### src/rtl/seq_divider.sv
// seq_divider: iterative signed restoring divider, one quotient bit per clock.
// Ports: start/dividend/divisor in; lo (quotient), hi (remainder), busy, done, div0 out.
// Latency: start edge to done high is WIDTH+1 cycles.
// Backpressure: none. start is ignored while busy, and a new start is accepted in the done cycle.
module seq_divider #(
  parameter int WIDTH = 32
) (
  input  logic             clk,
  input  logic             reset,
  input  logic             start,
  input  logic [WIDTH-1:0] dividend,
  input  logic [WIDTH-1:0] divisor,
  output logic [WIDTH-1:0] lo,
  output logic [WIDTH-1:0] hi,
  output logic             busy,
  output logic             done,
  output logic             div0
);

  localparam int CW = (WIDTH > 1) ? $clog2(WIDTH) : 1;
  localparam logic [CW-1:0] LAST = CW'(WIDTH - 1);

  typedef enum logic [1:0] {IDLE, RUN, FINISH} state_t;

  state_t           state_q, state_d;
  logic [WIDTH-1:0] quo_q, quo_d;   // dividend bits shift out the top, quotient bits shift in the bottom
  logic [WIDTH-1:0] rem_q, rem_d;   // partial remainder
  logic [WIDTH-1:0] dvs_q, dvs_d;   // |divisor|
  logic [CW-1:0]    cnt_q, cnt_d;
  logic             qsign_q, qsign_d;
  logic             rsign_q, rsign_d;
  logic [WIDTH-1:0] lo_q, lo_d;
  logic [WIDTH-1:0] hi_q, hi_d;
  logic             busy_q, busy_d;
  logic             done_q, done_d;
  logic             div0_q, div0_d;

  logic [WIDTH:0]   rem_sh;
  logic [WIDTH:0]   trial;

  // The shifted remainder stays below 2*|divisor|, so WIDTH+1 bits suffice.
  // The top bit of the trial result is the borrow, meaning "restore".
  assign rem_sh = {rem_q, quo_q[WIDTH-1]};
  assign trial  = rem_sh - {1'b0, dvs_q};

  always_comb begin
    state_d = state_q;
    quo_d   = quo_q;
    rem_d   = rem_q;
    dvs_d   = dvs_q;
    cnt_d   = cnt_q;
    qsign_d = qsign_q;
    rsign_d = rsign_q;
    lo_d    = lo_q;
    hi_d    = hi_q;
    busy_d  = busy_q;
    done_d  = 1'b0;
    div0_d  = 1'b0;

    case (state_q)
      IDLE: begin
        if (start) begin
          if (divisor == '0) begin
            div0_d = 1'b1;
          end else begin
            qsign_d = dividend[WIDTH-1] ^ divisor[WIDTH-1];
            rsign_d = dividend[WIDTH-1];
            // The most negative value negates to itself, which is the correct unsigned magnitude.
            quo_d   = dividend[WIDTH-1] ? -dividend : dividend;
            dvs_d   = divisor[WIDTH-1]  ? -divisor  : divisor;
            rem_d   = '0;
            cnt_d   = '0;
            busy_d  = 1'b1;
            state_d = RUN;
          end
        end
      end
      RUN: begin
        if (trial[WIDTH]) begin
          rem_d = rem_sh[WIDTH-1:0];
          quo_d = {quo_q[WIDTH-2:0], 1'b0};
        end else begin
          rem_d = trial[WIDTH-1:0];
          quo_d = {quo_q[WIDTH-2:0], 1'b1};
        end
        cnt_d = cnt_q + 1'b1;
        if (cnt_q == LAST) begin
          state_d = FINISH;
        end
      end
      FINISH: begin
        lo_d    = qsign_q ? -quo_q : quo_q;
        hi_d    = rsign_q ? -rem_q : rem_q;
        done_d  = 1'b1;
        busy_d  = 1'b0;
        state_d = IDLE;
      end
      default: begin
        state_d = IDLE;
        busy_d  = 1'b0;
      end
    endcase
  end

  always_ff @(posedge clk or posedge reset) begin
    if (reset) begin
      state_q <= IDLE;
      quo_q   <= '0;
      rem_q   <= '0;
      dvs_q   <= '0;
      cnt_q   <= '0;
      qsign_q <= 1'b0;
      rsign_q <= 1'b0;
      lo_q    <= '0;
      hi_q    <= '0;
      busy_q  <= 1'b0;
      done_q  <= 1'b0;
      div0_q  <= 1'b0;
    end else begin
      state_q <= state_d;
      quo_q   <= quo_d;
      rem_q   <= rem_d;
      dvs_q   <= dvs_d;
      cnt_q   <= cnt_d;
      qsign_q <= qsign_d;
      rsign_q <= rsign_d;
      lo_q    <= lo_d;
      hi_q    <= hi_d;
      busy_q  <= busy_d;
      done_q  <= done_d;
      div0_q  <= div0_d;
    end
  end

  assign lo   = lo_q;
  assign hi   = hi_q;
  assign busy = busy_q;
  assign done = done_q;
  assign div0 = div0_q;

endmodule

### config.mk
export PLATFORM = sky130hd
export DESIGN_NAME = seq_divider
export DESIGN_NICKNAME = d
export VERILOG_FILES = /design/src/rtl/seq_divider.sv
export SDC_FILE = /design/constraint.sdc
export NUM_CORES = 1
export LEC_CHECK = 0
export ABC_AREA = 0
export CORE_MARGIN = 1.5
export CORE_UTILIZATION = 43
export CTS_CLUSTER_DIAMETER = 200
export DETAILED_ROUTE_END_ITERATION = 16
export HOLD_SLACK_MARGIN = 0.06
export SLEW_MARGIN = 25
export SYNTH_ARGS = -nofsm -noshare
export SYNTH_HDL_FRONTEND = slang
export SYNTH_SLANG_ARGS = --single-unit
### constraint.sdc
create_clock -name clk -period 10.4 [get_ports clk]
set_input_delay 2.08 -clock clk [delete_from_list [all_inputs] [get_ports clk]]
set_output_delay 2.08 -clock clk [all_outputs]
set_load 0.01 [all_outputs]
==> key figures <==
Run
  • Max-capacitance violation count: 0

Die
  • Starting Density: 0.439
  • Die H: 163 µm
  • FP Rows: 58
  • Die Wd: 163 µm
  • DIE AREA: 26700 µm²
  • I/O pin count: 134
  • Core area: 25200 µm²

Layout
  • Final non-filler cell total: 1734
  • Area grow syn2layout: 19.2%
  • Final #Nets: 1497
  • Most frequent cells in the layout: nand2_1, o21ai_0, dfrtp_1, clkdlybuf4s50_1, xor2_1
  • Share of cells above drive strength 1: 0.0477
  • Commonest non-fill, non-tap cell in the layout: nand2_1
  • Diode count: 0

Global route
  • Largest net degree at the start of global routing: 105
  • GRT Resource Usage Total: 0.219
  • Grt total ovfl: 0
  • First-pass GRT wire length: 46300 µm
  • Vias in the first global route: 8656
  • Initial antenna violation count: 0

Synthesis
  • Yosys cell types: 65
  • Yosys reg bits: 172
  • Top_reg_cell synth: dfrtp_1
  • Synth Net Count: 1406
  • Post-synth EDFFs: 0
  • YS warnings: 0
  • Biggest area consumer among synthesized cells: dfrtp_1
  • Gate Count Post-Synth: 1300
  • Sequential-to-total area share from yosys stat: 0.389
  • Post-Syn Area per Cell: 8.50 µm²
  • Synthesized area: 11100 µm²
  • Yosys top cell area share: 0.389
  • Share of flip-flops with an asynchronous set or reset: 1.00
  • Area contributors post-synth: dfrtp_1, o21ai_0, xor2_1

Status
  • Run status: complete, no violations

Power and ir drop
  • Worst VDD drop: 0.196 mV
  • Leakage: 5.57 nW
  • PD cells: 314 nW/µm²

Route
  • Routed WL: 28200 µm
  • Vias/cell: 5.38
  • # DRC: 0
  • DR WL/cell: 16.3 µm
  • Vias: 9337
  • DR pass1 iterations: 5
  • Initial drt markers: 627
  • Post-route ant nets: 0

Hold path
  • Hold Crit Class: reg2reg
  • Hold Crit Depth: 2
  • Hold endpoint: hi[23]$_DFFE_PP0P_
  • Worst Hold Launch: hi[23]$_DFFE_PP0P_

Critical path
  • WP data required: 10.72 ns
  • Critical path's largest stage delay: 0.83 ns
  • Endpoint type of the worst setup path: flip-flop
  • Worst-path fanout max: 98
  • Arrival time worst endpoint: 6.13 ns
  • CP cell instances: clkdlybuf4s50_1, or3_1, or3b_4, nand3b_4, or2_1, nor3_2, a311o_2, buf_4, nand2b_1, nor2_1, a221o_1
  • CP startpoint kind: input port
  • WS Path Type: in2reg
  • R2R depth: 13
  • R2r endpoint: rem_q[21]$_DFFE_PP0P_
  • Worst R2R Start: quo_q[31]$_DFFE_PP0P_
  • CP max-delay cell: nand2b_1
  • R2R setup slack: 6.76 ns

Timing
  • Max-slew headroom: 0.347
  • FMAX: 172 MHz
  • Hold_ws: 0.478 ns
  • # setup viols final: 0
  • Final period util: 0.559
  • Final hold violation count: 0
  • Clk_skew: 0.0161 ns
  • Worst slew pin tran: 0.980 ns
  • Fin crit period: 5.81 ns
  • RSZ-0062 raised after global routing: false
  • Slew Viols, Final: 0
  • Setup TNS: 0 ns

Clock network
  • Root buf cell: clkbuf_16
  • Post-cts sizing count: 0
  • Clock slew seen by the registers of the worst setup and hold paths: 0.07 ns
  • H-tree depth: 4
  • CTS tree: yes
  • Worst-Skew Late Latency: 0.44 ns
  • Hold buffers post-CTS: 0
  • TritonCTS buffer count: 17
  • CTS Sinks: 172
  • Setup Fix Bufs, Post-CTS: 0
  • CTS max path bufs: 2

Place
  • DP Wirelength: 20900 µm
  • Final GP Congestion: 0.892
  • # port buffers: 133
  • Post-Place Cells: 1702
logic make-up (layout without fill, tap and decap cells):
kind of cell | Yosys count | count (layout) | share of synthesized area
AOI/OAI and AO/OA | 399 | 399 | 0.213
adders and majority gates | 39 | 39 | 0.0448
and+or+nand+nor | 402 | 402 | 0.175
buffers and inverters | 124 | 228 | 0.0450
muxes | 20 | 20 | 0.0182
DFF | 172 | 172 | 0.389
xor gates and xnor gates | 144 | 144 | 0.114
stage by stage:
stage,utilization,instance area [µm²],power [mW],worst slack [ns]
floorplan,-,11100,2.87,3.66
global placement,0.500,12600,3.44,4.18
detailed placement,0.500,12600,3.48,4.08
CTS,0.523,13200,4.15,4.55
global route,0.523,13200,4.52,4.29
finish,0.523,13200,4.14,4.59
cell usage after synthesis (10+ instances only):
master      n
buf_2      16
dfrtp_1   172
o31ai_1    41
nor2b_1    10
a22oi_1    10
mux2i_1    19
or3_1      23
inv_1      56
nand2_1   214
xnor2_1    49
o21ai_0   211
o41ai_1    11
a21oi_1    58
nand2b_1   18
a21o_1     13
ha_1       38
xor2_1     95
clkbuf_1   46
nor2_1     59
nand3_1    12
where the power goes:
group / total [mW] / internal, mW / switching (mW)
registers: 1.25 / 0.911 / 0.340
clock network: 0.651 / 0.345 / 0.306
logic: 2.24 / 0.988 / 1.25
worst max-delay path by stage:
stage / from / endpoint
floorplan: reset / busy$_DFFE_PP0P_
global placement: divisor[2] / quo_q[26]$_DFFE_PP0P_
detailed placement: divisor[2] / quo_q[26]$_DFFE_PP0P_
CTS: divisor[2] / quo_q[26]$_DFFE_PP0P_
global route: divisor[2] / quo_q[26]$_DFFE_PP0P_
finish: divisor[2] / quo_q[26]$_DFFE_PP0P_
final cells by class:
class / count / area [µm²]
clock buffer: 17 / 425
clock inverter: 15 / 173
fill: 2400 / 12000
inverter: 56 / 218
multi-input combinational: 1004 / 6270
sequential: 172 / 4310
tap: 330 / 413
timing repair buffer: 140 / 1370
layer usage:
layer  track usage  vias to the layer above  share of wire
li1              -                     4731              -
met1         0.354                     4386           0.55
met2         0.302                      205           0.40
met3        0.0322                       15          0.042
met4        0.0442                        0         0.0081
met5             0                        -              0
sequential cells by signal (all words and copies together), names as in the netlist:
signal and cells:
busy 1, cnt_q 5, div0 1, done 1, dvs_q 32, hi 32
lo 32, qsign_q 1, quo_q 32, rem_q 32, rsign_q 1, state_q 2
worst max-delay path: cells and delay by family:
kind	cells	cell delay [ns]
compound gates	2	0.47
buf+inv	2	1.15
simple gates	7	2.38
Note: power is estimated with default switching activity, not from simulation.
==> variant: new RTL, same flow settings <==
The output `div0` loses its register stage (`div0_q` becomes a continuous assignment).
--- a/src/rtl/seq_divider.sv
+++ b/src/rtl/seq_divider.sv
@@ -116,5 +116,4 @@
       busy_q  <= 1'b0;
       done_q  <= 1'b0;
-      div0_q  <= 1'b0;
     end else begin
       state_q <= state_d;
@@ -129,7 +128,8 @@
       busy_q  <= busy_d;
       done_q  <= done_d;
-      div0_q  <= div0_d;
     end
   end
+
+  assign div0_q = div0_d;
 
   assign lo   = lo_q;
Behaviour: not the same (a bounded check fails within 4 cycles, from zero or initial values and one cycle with reset high).
==> variant against the unedited design <==
Area after synthesis shrank 0.23%; non-clock buffer count grew 1; design area decreased by 0.29%; wire length down 2.1%; clock power decreased by 4.5%; worst setup slack worse by 1300 ps; final cell count is the same; first-iteration DRC count up 25%; sequential share of layout area down 0.10 points; power down 1.1%; fmax decreased by 18%; sequential cell count down 1.
==> variant: results (changes against the unedited design) <==
Parameter                              Value

Clock network
  Total of cells resized after clock tree synthesis    0 (unchanged)
  CTS Buf Count    17 (unchanged)
  Number of buffers between clock root and the deepest sink    2 (unchanged)
  Setup bufs post-CTS    0 (unchanged)
  Clock transition at the register clock pins on the worst setup and hold paths after CTS    80 ps
  Insertion delay to the later sink of the worst-skew pair    430 ps
  Clock tree root driver cell    clkbuf_16
  Level count of the clock H-tree    4 (unchanged)

Logic synthesis
  Leading post-synthesis cells by cell area    dfrtp_1 39%, o21ai_0 9.6%, xor2_1 7.5%
  Count of distinct cell types in the synthesized netlist    65 (unchanged)
  Share of synthesized flip-flops with an asynchronous set or reset    100.0% (unchanged)
  Commonest cells in the netlist    214 x nand2_1, 211 x o21ai_0, 171 x dfrtp_1
  Number of warning messages in the yosys log    0 (unchanged)
  Synthesized netlist cell count    1299 (-0.077%)
  Number of nets in the synthesized netlist    1405 (-0.071%)
  Primary flip-flop cell chosen by synthesis mapping    dfrtp_1
  Sequential share of the synthesized area    38.80% (-0.14 points)

Setup path
  Worst reg2reg path depth    12 (-1)
  Critical path origin    divisor[2]
  End of the critical path    div0
  Worst endpoint data arrival time    5010 ps (-1120 ps)
  Worst setup slack for register-to-register paths    6850 ps (+90 ps)
  Critical Path Fanout Max    6 (-94%)
  Worst flop-to-flop path startpoint    dvs_q[23]$_DFFE_PP0P_
  End of the worst register-to-register path    rem_q[21]$_DFFE_PP0P_

Timing
  Smallest hold slack    478.5 ps (+0.5610 ps)
  Worst-margin pin slew    1001 ps (+21.30 ps)
  Worst path setup slack after routing    3306 ps (-1284 ps)
  Clock skew after layout    14.53 ps (-1.533 ps)

Placement
  Setup Slack @ Placement    3312 ps (-765.6 ps)
  Half-perimeter wire length after placement    20410 um (-2.3%)
  Weighted congestion reported at the end of routability-driven placement    0.8938 (+0.24%)
  Number of port buffers    133 (unchanged)
  Placed instance area    12560 sq um (-0.14%)

GRT
  First-pass GRT wire length    45040 um (-2.6%)
  Overall Global Routing Usage    21.32% (-0.54 points)
  Vias in the first global route    8431 (-2.6%)
  Maximum number of pins on one net before global-route repair    130 (+24%)
  Number of antenna violations at the first check in global routing    0 (unchanged)

Worst hold path
  Hold EP    lo[5]$_DFFE_PP0P_
  Hold path startpoint    lo[5]$_DFFE_PP0P_
  Worst min path class    reg2reg
  Hold path cells    2 (unchanged)

Routing
  Average vias per placed instance    5.347 (-0.70%)
  Count of routing violations after the opening detailed-route iteration    784 (+25%)
  Per-cell routed wire length    15.93 um (-2.1%)
  Initial DRT Pass Iterations    5 (unchanged)

Cells and area
  Proportion of layout cells with a drive suffix above 1    4.843% (+0.071 points)
  Final layout net count    1497 (unchanged)
  Final Instance Count excl. Fillers    1734 (unchanged)
  Count of inserted antenna diode cells    0 (unchanged)

Power and ir drop
  Worst VDD drop    0.1862 mV (-5.0%)
  Reported leakage power    5.554 nW (-0.27%)

Status
  Result of the run    complete, no violations
-- variant: changes by cell type after synthesis, sizes merged --
| cell | change |
|---|---|
| dfrtp | -1 |
-- variant: layer usage --
metal / part of all wire (%) / GRT usage [%] / vias to the layer above
li1: - / - / 4738
met1: 55 / 35.17 / 4296
met2: 39 / 28.83 / 222
met3: 4.8 / 2.387 / 16
met4: 0.85 / 5.171 / 0
met5: 0 / 0 / -
-- variant: area by class of cell --
class,count,area (sq um)
Timing Repair Buffer,141,1385
Tap cell,330,412.9
Fill cell,2453,12040
Sequential cell,171,4279
Clock buffer,17,425.4
Multi-Input combinational cell,1004,6274
Inverter,56,217.7
Clock inverter,15,146.4
-- variant: power by group --
| group | internal (W) | total [W] | switching (W) |
|---|---|---|---|
| Sequential | 0.000907 | 0.00122 | 0.000315 |
| Clock | 0.000319 | 0.000622 | 0.000303 |
| Combinational | 0.000990 | 0.00225 | 0.00126 |
| Total | 0.00222 | 0.00410 | 0.00188 |
-- variant: cell families (layout without fill, tap and decap cells) --
logic type / count (synthesis) / after routing / share of synthesized area (%)
buffers and inverters: 124 / 229 / 4.515
adders and majority gates: 39 / 39 / 4.492
xor gates and xnor gates: 144 / 144 / 11.44
DFF: 171 / 171 / 38.80
and+or+nand+nor: 402 / 402 / 17.55
AOI/OAI and AO/OA: 399 / 399 / 21.38
muxes: 20 / 20 / 1.826
-- variant: critical path, stage by stage --
cell and delay [ps]:
clkdlybuf4s50_1 470, or3_1 380, or3b_4 440, nand3b_4 180
or2_1 280, nor3_2 180, nand3b_1 120, nor4b_1 290
clkdlybuf4s50_1 580
